## src/rtl/qdec_reg_wr_arb_pkg.sv

```systemverilog
// Shared CABAC-hierarchy definitions: arbiter state encoding and requester indices.
package qdec_cabac_package;

  typedef enum logic [1:0] {
    IDLE_ARB = 2'd0,
    XFER_ARB = 2'd1,
    LOCK_ARB = 2'd2
  } t_state_arb;

  localparam int REQ_VPS     = 0;
  localparam int REQ_SPS     = 1;
  localparam int REQ_PPS     = 2;
  localparam int REQ_SEI     = 3;
  localparam int REQ_SLICE   = 4;
  localparam int NUM_REG_REQ = 5;

endpackage

```

## src/rtl/qdec_reg_wr_arb_rr_pick.sv

```systemverilog
// Combinational rotating-priority picker: first set request at or after start, wrapping.
module qdec_rr_pick #(
  parameter int N     = 5,
  parameter int IDX_W = 3
) (
  input  logic [N-1:0]     req,
  input  logic [IDX_W-1:0] start,
  output logic [N-1:0]     grant,
  output logic [IDX_W-1:0] win,
  output logic             any
);

  logic [IDX_W-1:0] base;
  logic [2*N-1:0]   dbl;
  int               w;

  // Out-of-range start pointers fall back to index 0 so the picker never selects a missing requester.
  assign base = (int'(start) >= N) ? '0 : start;

  always_comb begin
    dbl   = {req, req} >> base;
    w     = 0;
    any   = 1'b0;
    win   = '0;
    grant = '0;
    for (int k = 0; k < N; k++) begin
      if (!any && dbl[k]) begin
        any = 1'b1;
        w   = int'(base) + k;
        if (w >= N) w = w - N;
      end
    end
    if (any) begin
      win   = IDX_W'(w);
      grant = N'(1) << win;
    end
  end

endmodule

```

## src/rtl/qdec_reg_wr_arb.sv

```systemverilog
// Round-robin arbiter for the decoder's single control-register write port.
// Optional burst lock enabled by defining QDEC_REG_ARB_LOCK_EN.
module qdec_reg_wr_arb
  import qdec_cabac_package::*;
#(
  parameter int NUM_REQ = 5,
  parameter int ADDR_W  = 32,
  parameter int DATA_W  = 32
) (
  input  logic                       clk,
  input  logic                       rst,
  input  logic [NUM_REQ-1:0]         req_vld,
  output logic [NUM_REQ-1:0]         req_rdy,
  input  logic [NUM_REQ*ADDR_W-1:0]  req_addr,
  input  logic [NUM_REQ*DATA_W-1:0]  req_data,
  input  logic [NUM_REQ-1:0]         req_lock,
  output logic                       reg_wr_vld,
  input  logic                       reg_wr_rdy,
  output logic [ADDR_W-1:0]          reg_wr_addr,
  output logic [DATA_W-1:0]          reg_wr_data,
  output logic [$clog2(NUM_REQ)-1:0] reg_wr_src,
  output logic                       busy,
  output logic [1:0]                 arb_state
);

  localparam int SRC_W = $clog2(NUM_REQ);

  // Handshake: a requester's beat transfers in a cycle where its req_vld and req_rdy are
  // both high; the output beat transfers where reg_wr_vld and reg_wr_rdy are both high.
  // req_rdy depends on reg_wr_rdy combinationally, never the reverse.

  t_state_arb         state_q, state_d;
  logic [SRC_W-1:0]   rr_ptr_q;
  logic [NUM_REQ-1:0] eligible;
  logic [NUM_REQ-1:0] grant;
  logic [SRC_W-1:0]   win;
  logic               any;
  logic               load_ok;
  logic               accept;
  logic               win_lock;
  logic [SRC_W-1:0]   next_ptr;
  logic [ADDR_W-1:0]  sel_addr;
  logic [DATA_W-1:0]  sel_data;

`ifdef QDEC_REG_ARB_LOCK_EN
  logic [SRC_W-1:0]   owner_q;
  logic [NUM_REQ-1:0] owner_mask;

  assign owner_mask = NUM_REQ'(1) << owner_q;
  // While locked only the owner may win, even when its req_vld is low.
  assign eligible   = (state_q == LOCK_ARB) ? (req_vld & owner_mask) : req_vld;
  assign win_lock   = |(req_lock & grant);

  always_ff @(posedge clk) begin
    if (rst) begin
      owner_q <= '0;
    end else if (accept && win_lock) begin
      owner_q <= win;
    end
  end
`else
  logic unused_lock;

  assign unused_lock = ^req_lock;
  assign eligible    = req_vld;
  assign win_lock    = 1'b0;
`endif

  qdec_rr_pick #(
    .N     (NUM_REQ),
    .IDX_W (SRC_W)
  ) u_pick (
    .req   (eligible),
    .start (rr_ptr_q),
    .grant (grant),
    .win   (win),
    .any   (any)
  );

  assign load_ok  = !reg_wr_vld || reg_wr_rdy;
  assign accept   = load_ok && any && !rst;
  assign req_rdy  = grant & {NUM_REQ{load_ok && !rst}};
  assign next_ptr = (win == SRC_W'(NUM_REQ - 1)) ? '0 : win + 1'b1;

  always_comb begin
    sel_addr = '0;
    sel_data = '0;
    for (int i = 0; i < NUM_REQ; i++) begin
      if (grant[i]) begin
        sel_addr = sel_addr | req_addr[i*ADDR_W +: ADDR_W];
        sel_data = sel_data | req_data[i*DATA_W +: DATA_W];
      end
    end
  end

  always_comb begin
    state_d = state_q;
    case (state_q)
      IDLE_ARB, XFER_ARB: begin
        if (accept)          state_d = win_lock ? LOCK_ARB : XFER_ARB;
        else if (reg_wr_rdy) state_d = IDLE_ARB;
      end
      // The lock survives an empty output; only an owner beat without lock releases it.
      LOCK_ARB: begin
        if (accept && !win_lock) state_d = XFER_ARB;
      end
      default: state_d = IDLE_ARB;
    endcase
  end

  always_ff @(posedge clk) begin
    if (rst) begin
      state_q     <= IDLE_ARB;
      rr_ptr_q    <= '0;
      reg_wr_vld  <= 1'b0;
      reg_wr_addr <= '0;
      reg_wr_data <= '0;
      reg_wr_src  <= '0;
    end else begin
      state_q <= state_d;
      if (accept) begin
        reg_wr_vld  <= 1'b1;
        reg_wr_addr <= sel_addr;
        reg_wr_data <= sel_data;
        reg_wr_src  <= win;
      end else if (reg_wr_rdy) begin
        reg_wr_vld  <= 1'b0;
      end
      // A locking beat freezes the pointer; the releasing beat is the owner, so win+1 applies.
      if (accept && !win_lock) rr_ptr_q <= next_ptr;
    end
  end

  assign busy      = reg_wr_vld || (state_q == LOCK_ARB);
  assign arb_state = state_q;

endmodule

```

## config.mk

```make
export PLATFORM = sky130hd
export DESIGN_NAME = qdec_reg_wr_arb
export DESIGN_NICKNAME = d
export VERILOG_FILES = /design/src/rtl/qdec_reg_wr_arb_pkg.sv /design/src/rtl/qdec_reg_wr_arb_rr_pick.sv /design/src/rtl/qdec_reg_wr_arb.sv
export SDC_FILE = /design/constraint.sdc
export NUM_CORES = 1
export LEC_CHECK = 0
export BUFFER_PORTS_ARGS = -buffer_cell sky130_fd_sc_hd__buf_4
export CORE_AREA = 2 2 161 163
export DETAILED_ROUTE_END_ITERATION = 8
export DIE_AREA = 0 0 163 165
export PLACE_DENSITY = 0.53
export RECOVER_POWER = 100
export SYNTH_ARGS = -nofsm -noshare
export SYNTH_HDL_FRONTEND = slang
export SYNTH_SLANG_ARGS = --single-unit
```

## constraint.sdc

```tcl
create_clock -name clk -period 4 [get_ports clk]
set_input_delay 0 -clock clk [delete_from_list [all_inputs] [get_ports clk]]
set_output_delay 0 -clock clk [all_outputs]
set_load 0.02 [all_outputs]
```

==> impl_metrics.ini <==
[status]
status = finished clean

[flow_run]
cap_viol_max_count = 0

[detailed_routing]
route.met3.wl_um = 1825
wl_met1_um = 12130
via_count = 7063
drc = 0
avgRoutedWirePerCell_um = 20.46
wirelength_um = 29210
first_pass_iters = 4
drtIter0Drc = 381
top_layer_used = met4
drt-vias-per-instance = 4.946
wl_met2_um = 14620
antenna_left = 0

[worst_hold_path]
min-delay-start = req_addr[31]
hold_depth = 3
hold_end = reg_wr_addr[31]
hp-class = input pin to flip-flop

[floorplanning]
design.core.area_um2 = 25040
rows = 58
die_h_um = 165
dieArea_um2 = 26900
boundaryPins = 409
die-width_um = 163
initial_core_util_pct = 22.99

[clock_tree]
cts_root_buffer = clkbuf_16
insertion_delay_ns = 0.35
cts_tree = done
cts_sinks = 71
cts_max_level = 3
clkTransAtPathRegs_ns = 0.06
cts_max_path_buffers = 2
numCtsBuffers = 9

[worst_setup_path]
rr_endpoint = reg_wr_addr[23]
crit_required_ns = 4.23
r2r_cells = 15
cp-end-kind = flip-flop
cp_data_arrival_time_ns = 4.03
cp-startpoint = rr_ptr_q[1]
ff2ff_setup_slack_ns = 0.20
crit_type = flip-flop to flip-flop
start_kind = flip-flop
rr_startpoint = rr_ptr_q[1]
critPathMaxFanout = 32

[sta]
setup_viol = 0
finalHoldViolCount = 0
finalCriticalPeriod_ns = 3.802
hold-worst-slack_ns = 0.01484
slew_viol_final = 0
post-route-period-util_pct = 95.05
tightest_slew_ns = 0.9091
fin_ws_ns = 0.1979
slew_headroom_pct = 39.25
setup_tns_ns = 0
clock_skew_ns = 0.01824
fmax_mhz = 263.0
rsz0062_at_grt = false

[global_route]
grt_pass1_wl_um = 41950
grt_antenna_before_repair = 1
grt_pass1_vias = 7447
grt_max_degree = 66
grtUsageTotal_pct = 20.37
grt-ovfl-total = 0

[final_layout]
final_layout_size_suffix_gt1_share_pct = 41.11
syn2layout_area_growth_pct = 78.48
layout.nets = 1436
regArea_um2 = 1423
fillerInstances = 2528
multiInputGateArea_um2 = 4006

[logic_synthesis]
synthCells = 607
ys_warn_count = 0
ys_types = 64
yosysSeqAreaShare_pct = 24.69
syn-cell-area_um2 = 5757
syn_nets = 951
ys_ff_latch = 71
synth_flop_cell = dfxtp_1
synthArstFlopShare_pct = 0
syn_area_per_cell_um2 = 9.484
synth-edff-count = 0

[power_and_ir_drop]
ir_drop_uv = 904.9
p_leak_uw = 0.004572
pwr_density_cell_nw_per_um2 = 915.3

[place]
gp_congestion = 0.8215
dpl.hpwl_um = 20580
dp_slack_ns = 0.1654
port_buffers = 402
==> worst max-delay path: stages, from the launching register on <==
cell and delay (ns):
dfxtp_1 0.42, nand2b_1 0.20, ha_1 0.25, ha_1 0.38, a221oi_4 0.33, xnor2_1 0.15
mux2i_1 0.09, o2111a_1 0.26, a21o_4 0.25, inv_4 0.08, buf_8 0.24, nor3_4 0.08
buf_12 0.14, buf_6 0.21, a22o_1 0.28, a221o_1 0.29
==> through the flow <==
stage	cells	cell area [µm²]	util [%]	total power [µW]
after floorplan	607	5757	-	6450
after global placement	1298	9131	36.47	8540
after detailed placement	1298	9131	36.47	8558
after CTS	1424	10510	41.97	9483
after global routing	1428	10270	41.04	10050
final	1428	10270	41.04	9405
==> worst max path at each step <==
stage / endpoint / slack (ns)
after floorplan: reg_wr_addr[28] / 0.37
after global placement: reg_wr_data[26] / 0.19
after detailed placement: reg_wr_addr[0] / 0.17
after CTS: req_rdy[4] / 0.005
after global routing: reg_wr_data[26] / 0.01
final: reg_wr_addr[23] / 0.20
==> cell usage after synthesis, drive strengths merged, types with 2 or more instances <==
cell	count	area share, %
a31oi	3	0.33
mux2i	9	1.6
a22o	128	19
nor3b	3	0.48
a211oi	4	0.61
xnor2	2	0.30
mux2	65	13
nor2b	2	0.22
o2111a	2	0.39
buf	26	3.3
a22oi	2	0.26
nand2b	6	0.65
clkbuf	39	2.5
nor4b	2	0.41
and2	65	7.1
inv	8	0.57
or2	4	0.43
dfxtp	71	25
ha	11	2.4
or3	2	0.22
nand2	12	0.78
nand4	2	0.22
a21o	3	0.52
a221o	64	11
nand3b	3	0.39
nor4	3	0.59
o211ai	3	0.48
o21ai	10	0.87
a2bb2oi	3	0.57
nor3	7	0.61
nor2	15	1.2
a21oi	12	1.0
==> kinds of logic (layout without fill, tap and decap cells) <==
group,count (synthesis),after routing,synth area share (%)
XOR/XNOR,2,2,0.3043
AO/OA/AOI/OAI,242,242,36.99
buffers and inverters,73,563,6.455
AND/OR/NAND/NOR,132,132,14.11
multiplexers,75,75,15.00
adder cells (fa/ha/maj),11,11,2.391
flip-flops,71,71,24.69
other,1,2,0.06514
==> registers in the layout (all words and copies together) (netlist names) <==
name,count
reg_wr_vld,1
reg_wr_addr,32
reg_wr_data,32
rr_ptr_q,3
reg_wr_src,3
==> area by class of cell <==
cell class	count	area share [%]
Clock inverter	6	0.4627
Sequential cell	71	13.85
Multi-Input combinational cell	463	38.99
Timing Repair Buffer	539	40.11
Antenna cell	1	0.02435
Inverter	8	0.3166
Tap cell	330	4.018
Clock buffer	10	2.228
==> routing by layer <==
| layer | vias to the layer above | global-route usage, % |
|---|---|---|
| met3 | 38 | 4.972 |
| met5 | - | 0 |
| met4 | 0 | 6.758 |
| met2 | 269 | 35.03 |
| met1 | 3368 | 24.90 |
| li1 | 3388 | - |
==> cell usage in the layout (no fill, tap or decap), types with 6 or more instances in the layout <==
cell / synthesis / final
ha_1: 11 / 11
mux2i_1: 9 / 9
clkbuf_16: 0 / 10
nand2b_1: 6 / 6
nor2_1: 13 / 9
a21oi_1: 12 / 12
mux2_1: 10 / 10
dfxtp_1: 71 / 70
clkbuf_1: 39 / 73
buf_4: 5 / 346
a22o_1: 128 / 128
a221o_1: 64 / 64
nand2_1: 12 / 12
dlygate4sd3_1: 0 / 110
o21ai_0: 10 / 10
and2_1: 65 / 64
mux2_2: 50 / 50
==> report_power, final <==
part | internal [µW] | leakage [µW] | total, µW | switching [µW]
Sequential | 994 | 0.000589 | 1120 | 125
Combinational | 3470 | 0.00385 | 7500 | 4030
Clock | 425 | 0.000133 | 790 | 366
Total | 4880 | 0.00457 | 9400 | 4520
==> timing repair <==
item                                    4_1_cts  5_1_grt
hold endpoints to repair                     58        0
gates resized for setup                       0        4
buffers inserted                              0        1
endpoints found under the setup margin        0       65
hold buffers                                110        0
Note: power is estimated with default switching activity, not from simulation.
